`src/rtl/boruss_imem_responder.sv`:
```
// ---------------------------------------------------------------------------
// boruss_imem_responder
//
// Instruction-memory responder for the CPU fetch path, with a built-in
// byte-stream program loader. The CPU is kept idle (cpu_run low) while a
// program is cleared/loaded. Fetches return registered data one cycle after
// the address, and only while the block is in RUN; otherwise the fetch data
// is FILL_BYTE (the HALT opcode).
//
// Ports:
//   clk               system clock, rising edge
//   reset             asynchronous, active-high reset
//   instruction_addr  fetch address from the CPU
//   instruction_data  registered instruction byte
//   load_valid        loader byte valid
//   load_data         loader byte
//   load_last         final program byte (qualified by load_valid)
//   load_ready        a byte is accepted this cycle when load_valid is high
//   load_restart      single-cycle pulse: leave RUN and re-arm the loader
//   cpu_run           high only in RUN (drives the CPU's active-low reset)
//   load_count        number of bytes accepted in the current load
//   load_error        sticky error flag (overflow / checksum mismatch)
//
// Optional feature (macro BORUSS_IMEM_CHECKSUM_EN):
//   After the last program byte a CHECK state expects one extra byte equal to
//   the XOR of all program bytes. Match enters RUN; mismatch flags load_error
//   and returns to IDLE. The checksum byte is neither stored nor counted.
// ---------------------------------------------------------------------------
module boruss_imem_responder #(
    parameter int unsigned ADDR_W    = 8,
    parameter logic [7:0]  FILL_BYTE = 8'hFF
) (
    input  logic              clk,
    input  logic              reset,
    input  logic [ADDR_W-1:0] instruction_addr,
    output logic [7:0]        instruction_data,
    input  logic              load_valid,
    input  logic [7:0]        load_data,
    input  logic              load_last,
    output logic              load_ready,
    input  logic              load_restart,
    output logic              cpu_run,
    output logic [ADDR_W:0]   load_count,
    output logic              load_error
);

    localparam int unsigned     DEPTH    = 2 ** ADDR_W;
    localparam logic [ADDR_W:0] CNT_FULL = {1'b1, {ADDR_W{1'b0}}};
    localparam logic [ADDR_W:0] CNT_STEP = (ADDR_W + 1)'(1);
    localparam logic [ADDR_W-1:0] CLR_STEP = ADDR_W'(1);

`ifdef BORUSS_IMEM_CHECKSUM_EN
    typedef enum logic [2:0] {
        S_CLEAR,
        S_IDLE,
        S_LOAD,
        S_RUN,
        S_CHECK
    } state_t;
`else
    typedef enum logic [1:0] {
        S_CLEAR,
        S_IDLE,
        S_LOAD,
        S_RUN
    } state_t;
`endif

    state_t            state_q, state_d;
    logic [ADDR_W-1:0] clr_cnt_q, clr_cnt_d;
    logic [ADDR_W:0]   count_q, count_d;
    logic              error_q, error_d;
    logic [7:0]        idata_q, idata_d;
`ifdef BORUSS_IMEM_CHECKSUM_EN
    logic [7:0]        xsum_q, xsum_d;
`endif

    logic [7:0]        mem [DEPTH];
    logic              mem_we;
    logic [ADDR_W-1:0] mem_waddr;
    logic [7:0]        mem_wdata;
    logic              handshake;

    // Ready depends only on registered state, so reset drops it immediately.
`ifdef BORUSS_IMEM_CHECKSUM_EN
    assign load_ready = (state_q == S_IDLE) || (state_q == S_LOAD) ||
                        (state_q == S_CHECK);
`else
    assign load_ready = (state_q == S_IDLE) || (state_q == S_LOAD);
`endif
    assign handshake        = load_valid && load_ready;
    assign cpu_run          = (state_q == S_RUN);
    assign load_count       = count_q;
    assign load_error       = error_q;
    assign instruction_data = idata_q;

    always_ff @(posedge clk or posedge reset) begin
        if (reset) begin
            state_q   <= S_CLEAR;
            clr_cnt_q <= '0;
            count_q   <= '0;
            error_q   <= 1'b0;
            idata_q   <= FILL_BYTE;
`ifdef BORUSS_IMEM_CHECKSUM_EN
            xsum_q    <= '0;
`endif
        end else begin
            state_q   <= state_d;
            clr_cnt_q <= clr_cnt_d;
            count_q   <= count_d;
            error_q   <= error_d;
            idata_q   <= idata_d;
`ifdef BORUSS_IMEM_CHECKSUM_EN
            xsum_q    <= xsum_d;
`endif
        end
    end

    // Memory contents are deliberately not reset; CLEAR rewrites them.
    always_ff @(posedge clk) begin
        if (mem_we) begin
            mem[mem_waddr] <= mem_wdata;
        end
    end

    always_comb begin
        state_d   = state_q;
        clr_cnt_d = clr_cnt_q;
        count_d   = count_q;
        error_d   = error_q;
        mem_we    = 1'b0;
        mem_waddr = clr_cnt_q;
        mem_wdata = FILL_BYTE;
`ifdef BORUSS_IMEM_CHECKSUM_EN
        xsum_d    = xsum_q;
`endif
        // Reads are gated on the registered state, so a fetch can never
        // observe a location being written (writes only happen outside RUN).
        idata_d   = (state_q == S_RUN) ? mem[instruction_addr] : FILL_BYTE;

        case (state_q)
            S_CLEAR: begin
                mem_we    = 1'b1;
                mem_waddr = clr_cnt_q;
                clr_cnt_d = clr_cnt_q + CLR_STEP;
                if (clr_cnt_q == '1) begin
                    state_d = S_IDLE;
                end
            end

            S_IDLE: begin
                count_d = '0;
`ifdef BORUSS_IMEM_CHECKSUM_EN
                xsum_d  = '0;
`endif
                if (handshake) begin
                    mem_we    = 1'b1;
                    mem_waddr = '0;
                    mem_wdata = load_data;
                    count_d   = CNT_STEP;
`ifdef BORUSS_IMEM_CHECKSUM_EN
                    xsum_d    = load_data;
                    // A checksum failure stays visible until the next load starts.
                    error_d   = 1'b0;
                    state_d   = load_last ? S_CHECK : S_LOAD;
`else
                    state_d   = load_last ? S_RUN : S_LOAD;
`endif
                end
            end

            S_LOAD: begin
                if (handshake) begin
                    if (count_q == CNT_FULL) begin
                        error_d = 1'b1;
                    end else begin
                        mem_we    = 1'b1;
                        mem_waddr = count_q[ADDR_W-1:0];
                        mem_wdata = load_data;
                        count_d   = count_q + CNT_STEP;
`ifdef BORUSS_IMEM_CHECKSUM_EN
                        xsum_d    = xsum_q ^ load_data;
`endif
                    end
                    // error_d includes an overflow raised by this same byte.
                    if (load_last) begin
`ifdef BORUSS_IMEM_CHECKSUM_EN
                        state_d = error_d ? S_IDLE : S_CHECK;
`else
                        state_d = error_d ? S_IDLE : S_RUN;
`endif
                    end
                end
            end

`ifdef BORUSS_IMEM_CHECKSUM_EN
            S_CHECK: begin
                if (handshake) begin
                    if (load_data == xsum_q) begin
                        state_d = S_RUN;
                    end else begin
                        error_d = 1'b1;
                        state_d = S_IDLE;
                    end
                end
            end
`endif

            S_RUN: begin
                if (load_restart) begin
                    state_d = S_IDLE;
                end
            end

            default: begin
                state_d = S_CLEAR;
            end
        endcase

        // Entering IDLE always presents an empty load.
        if (state_d == S_IDLE) begin
            count_d = '0;
`ifndef BORUSS_IMEM_CHECKSUM_EN
            error_d = 1'b0;
`endif
        end
    end

endmodule

```
`config.mk`:
```
export PLATFORM = sky130hd
export DESIGN_NAME = boruss_imem_responder
export DESIGN_NICKNAME = d
export VERILOG_FILES = /design/src/rtl/boruss_imem_responder.sv
export SDC_FILE = /design/constraint.sdc
export NUM_CORES = 2
export LEC_CHECK = 0
export ABC_CLOCK_PERIOD_IN_PS = 22700
export CELL_PAD_IN_SITES_DETAIL_PLACEMENT = 1
export CELL_PAD_IN_SITES_GLOBAL_PLACEMENT = 1
export CORE_MARGIN = 4
export CORE_UTILIZATION = 46
export DETAILED_ROUTE_END_ITERATION = 16
export PLACE_DENSITY = 0.65
export SLEW_MARGIN = 25
export SYNTH_ARGS = -nofsm -noshare
export SYNTH_HDL_FRONTEND = slang
export SYNTH_SLANG_ARGS = --single-unit
```
`constraint.sdc`:
```
create_clock -name clk -period 22.7 [get_ports clk]
set_clock_uncertainty 0.15 [all_clocks]
set_input_delay 5.675 -clock clk [delete_from_list [all_inputs] [get_ports clk]]
set_output_delay 5.675 -clock clk [all_outputs]
set_load 0.03 [all_outputs]
```
Word-level counts from Yosys, hierarchy flattened
Memory sizes are Yosys's and may differ from the RTL's.
Index checks and enable logic that the tools add are counted.

word-level totals
  flip-flop bits (word level) = 28
  memory bits (writable) = 2,048
  input bits = 21
  logic and storage cells = 58
  memories = 1

memories
  name  words  bits a word  rd ports  clocked after Yosys merged registers in  write ports  RTL line  source
  mem   256    8            1         0                                        1            78        logic [7:0] mem [DEPTH];

cells by class
  add/subtract/negate cells = 2
  equal/unequal tests = 8
  mux-type cells = 34
  reductions and logical operators = 8

operator list
  cell                                                              count
  8-bit two-way mux                                                 7
  8-bit one-hot mux with 2 select lines                             2
  9-bit two-way mux                                                 3
  9-bit one-hot mux with 2 select lines                             1
  1-bit two-way mux                                                 13
  2-bit two-way mux                                                 6
  9-bit by 1-bit adder with 9-bit output (second input constant)    1
  9-bit == test (second input constant)                             1
  8-bit by 1-bit adder with 8-bit output (second input constant)    1
  8-bit == test (second input constant)                             1
  2-bit one-hot mux with 4 select lines                             1
  3-bit by 2-bit != test with 1-bit output (second input constant)  2
  2-bit by 1-bit == test with 1-bit output (second input constant)  2
  2-bit == test (second input constant)                             2
  2-bit nonzero test                                                2
  1-bit one-hot mux with 3 select lines                             1
  3-bit AND reduction                                               1
  3-bit nonzero test                                                1
  2-bit zero test                                                   1
  2-bit AND reduction                                               1
  1-bit logical AND                                                 1
  1-bit logical OR                                                  1

Depth between registers and ports, before layout
  depth after elaboration = 12
  depth in mapped cells = 12
  mapped depth without buffers = 9

Least setup slack after synthesis
OpenSTA, ideal clock, no wires.

  path kind = input port to flip-flop
  from = input port load_valid
  to = memory mem[0][0], data pin
  library setup time = 2.187 ns
  arrival = 16.042 ns
  data required time = 20.363 ns
  setup slack = 4.321 ns
  cell stages on the path = 4
  buffers on the path = 1
  cell sequence = nand2_1 -> clkbuf_1 -> nor2_1 -> o21ai_0

between the ends
  cells in the longest elaborated chain, start to end = 3

ends and longest elaborated chain
  element                                    RTL line  source
  start, declared                            37        input logic load_valid,
  1-bit logical AND (*)                      91        assign handshake = load_valid && load_ready;
  8-bit two-way mux (on tied branches)       173, 156
  8-bit one-hot mux with 2 select lines (*)  141       case (state_q)
  via mem_wdata[0]                           81        logic [7:0] mem_wdata;
  end, declared                              78

Mark *: on every way through the listed nets, which the timed path passes. The rest lies on a longest branch.

Worst setup path in the final report
  from = input port load_valid
  to = memory mem[7][5] (enable)

between the ends
  cells in the longest elaborated chain, start to end = 5

ends and longest elaborated chain
  element                                  RTL line  source
  1-bit logical AND (*)                    91
  1-bit two-way mux (on tied branches)     173, 156
  1-bit one-hot mux with 3 select lines    141
  1-bit two-way mux                        121       if (mem_we) begin
  1-bit two-way mux (implied by the code)  122       mem[mem_waddr] <= mem_wdata;

Mark *: on every way between the ends. The rest lies on a longest branch, timed or not.

==> out/qor.csv <==
stage;metric;value;unit
run_status;status;finished, final reports clean;
pwr;Peak VDD IR;0.2693;mV
synthesis;number of flops mapped to enable cells by yosys;2048;
worst_setup_path;CP Capture Type;flop;
timing;endpoints failing setup;0;
cts;CTS buffer count;208;
timing;RSZ-0062 raised after global routing;no;
synthesis;post-synth cell types;63;
pwr;power per cell area;114.4;nW/um^2
synthesis;largest family of logic cells by synthesized area;multiplexers;
cts;CTS H-tree lvls;4;
placement;post-DP HPWL;121000;um
cts;post-CTS setup buffer count;0;
cts;CTS Sinks;2076;
placement;Place WS;11600;ps
timing;Final Worst Setup Slack;12870;ps
synthesis;Post-Syn Area per Cell;20.63;um^2
finish;synthesis-to-layout area growth;11.97;%
route;DRT antenna net count;0;
timing;Achievable Freq;101.7;MHz
grt;Overall Global Routing Usage;23.00;%
grt;met3 usage;3.939;%
placement;RePlAce Congestion;0.8269;
pwr;Pwr Total;0.01037;W
job;Max-Cap Viols;0;
cts;Hold Buf Count CTS;0;
cts;Root Driver;clkbuf_16;
synthesis;area leader, netlist;edfxtp_1;
synthesis;xor-xnor portion of the synthesized cell area;0.1515;%
grt;largest net degree at the start of global routing;201;
synthesis;simple-gate share of the synthesized area;2.915;%
floorplanning;Die X;427.5;um
floorplanning;core footprint;174400;um^2
timing;Min Clock Period, post-route;9828;ps
worst_setup_path;CP Max Fanout;17;
finish;leading cell type in the layout, fill and taps excluded;edfxtp_1;
grt;gr busiest metal;met2;
route;DRC Markers;0;
synthesis;sequential area share after synthesis;76.85;%
route;drt pass-1 iters;5;
synthesis;Syn Std Cell Area;80950;um^2
finish;nets;4030;
grt;met1 Usage GRT;33.22;%
route;via count;39360;
cts;post_cts resized;0;
synthesis;synth warn;0;
floorplanning;I/O pin total;41;
finish;fin util;51.97;%
worst_setup_path;critical path required time;22990;ps
route;routed vias/inst;6.051;
floorplanning;placement row count;153;
grt;grt met2 use;36.52;%
finish;share of cells above drive strength 1;22.87;%
synthesis;mux contribution to synthesized area;14.79;%
placement;port bufs;40;
timing;max-slew violation count;0;
pwr;Leakage Power;27.68;nW
synthesis;Mapped Nets;3953;
synthesis;Primary FF master, synth;edfxtp_1;
synthesis;flops & latches, synth;2076;
cts;TritonCTS clock tree;built;
synthesis;Mapped Cells;3924;
worst_setup_path;Worst Path Arrival;10120;ps
cts;clk slew on worst S/H paths;60;ps
timing;final hold viol count;0;
hold_path;worst hold path class;reg -> reg;
cts;Max clock buf depth;3;
floorplanning;die area;182800;um^2
route;initial DRC count;4384;
synthesis;asr flop ratio synth;1.349;%
grt;number of global-route vias before repair;41330;
route;wire per inst;31.97;um
worst_setup_path;WS Path Type;in -> reg;
timing;actual slew at the worst max-slew pin;1114;ps
synthesis;synth top area cells;edfxtp_1 (76%), mux4_2 (13%), nor2_1 (1.5%);
floorplanning;Die Span Y;427.5;um
grt;initial antenna violation count;6;
finish;diode count;0;
cts;Worst-Skew Late Latency;830;ps
timing;setup TNS;0;ps
route;drt total wl;207900;um
finish;most frequent cells in the layout;edfxtp_1 (2048), mux4_2 (468), nor2_1 (316);
synthesis;Adder-Cell Fraction of Synth Area;0.1237;%
timing;crit share post-route;43.30;%
grt;grt ovf;0;
synthesis;Synth Area in Compound Gates;3.631;%
grt;first-pass GRT wire length;302500;um
worst_setup_path;Startpoint Class;input port;
timing;Max transition margin;23.83;%
floorplanning;initial core utilization;46.42;%
synthesis;top-area cell type share of the netlist area;75.97;%
==> cell type report <==
class,count,area (um^2)
sequential,2076,62210
fill,15150,83760
clock buffer,243,5358
inverter,12,45.04
timing repair buffer,101,1026
clock inverter,146,1380
tap,2325,2909
multi-input combinational,1602,17710
==> cells in the mapped netlist, types with 3 or more instances <==
library cell,number
buf_2,105
or2_2,3
xnor2_1,9
a21boi_0,9
mux2_2,56
xor2_1,5
o21ai_0,63
nand4_1,3
o31ai_1,8
nand2b_1,8
nor2b_1,25
inv_1,12
a31oi_1,12
nor2_1,318
a221oi_1,16
and3_1,10
dfrtp_1,20
nand3_1,19
o22ai_1,41
buf_1,19
mux2i_1,80
a21oi_1,40
a22o_1,24
o21ai_1,9
nor3_1,8
ha_1,8
nand3b_1,3
nand2_2,8
buf_4,17
edfxtp_1,2048
a22oi_1,118
clkbuf_1,76
a2111oi_0,7
mux4_2,468
nand2_1,125
a211oi_1,24
buf_6,17
o211ai_1,31
o2111ai_1,8
and2_1,8
dfstp_2,8
==> worst paths after layout <==
kind | start | to | slack (ps) | depth (start not counted)
max | load_valid | mem[7][5]$_DFFE_PP_ | 12870 | 8
min | load_error$_DFFE_PP0P_ | load_error$_DFFE_PP0P_ | 390 | 2
max reg2reg | state_q[1]$_DFF_PP0_ | mem[7][5]$_DFFE_PP_ | 17240 | 9
min reg2reg | load_error$_DFFE_PP0P_ | load_error$_DFFE_PP0P_ | 390 | 2
max in group asynchronous | reset | instruction_data[2]$_DFF_PP1_ | 16940 | 3
min in group asynchronous | reset | state_q[1]$_DFF_PP0_ | 5090 | 3
==> metrics by stage <==
stage                     instance area, um^2  cells  hold WS, ps
after detailed placement                83800   6113        376.6
after global routing                    90640   6505        431.4
after CTS                               90530   6502        394.8
final                                   90640   6505        387.4
after global placement                  83730   6112        374.8
after floorplan                         80950   3924        336.3
==> flip-flops by register name, indices dropped and copies added, names as in the netlist <==
| name | flops |
|---|---|
| load_error | 1 |
| load_count | 9 |
| clr_cnt_q | 8 |
| instruction_data | 8 |
| mem | 2048 |
| state_q | 2 |
==> cell families (layout without fill, tap and decap cells) <==
| family | count (synthesis) | after routing |
|---|---|---|
| muxes | 604 | 604 |
| buffers and inverters | 246 | 502 |
| adders and majority gates | 8 | 8 |
| xor gates and xnor gates | 14 | 14 |
| DFF | 2076 | 2076 |
| AOI/OAI and AO/OA | 424 | 424 |
| and+or+nand+nor | 552 | 552 |
==> routing by layer <==
| layer | up-vias | wire length (um) |
|---|---|---|
| met1 | 21320 | 87800 |
| li1 | 16420 | - |
| met5 | - | 0 |
| met2 | 1343 | 101100 |
| met4 | 0 | 5585 |
| met3 | 280 | 13480 |
==> power by group <==
group	total [W]	switching [W]	leakage, nW	internal, W
registers	0.00523	0.0000316	18.5	0.00519
clock network	0.00341	0.00145	3.32	0.00196
logic	0.00173	0.00147	5.86	0.000259
==> worst max-delay path, cell delays in order <==
cell and delay, ps:
clkdlybuf4s50_1 600, nand3_1 240, a21oi_2 640, nor2_1 130, a2111oi_2 510, and2_1 660
nand2_1 670, nor2_1 950
No activity file was read; power rests on OpenSTA's default activity.
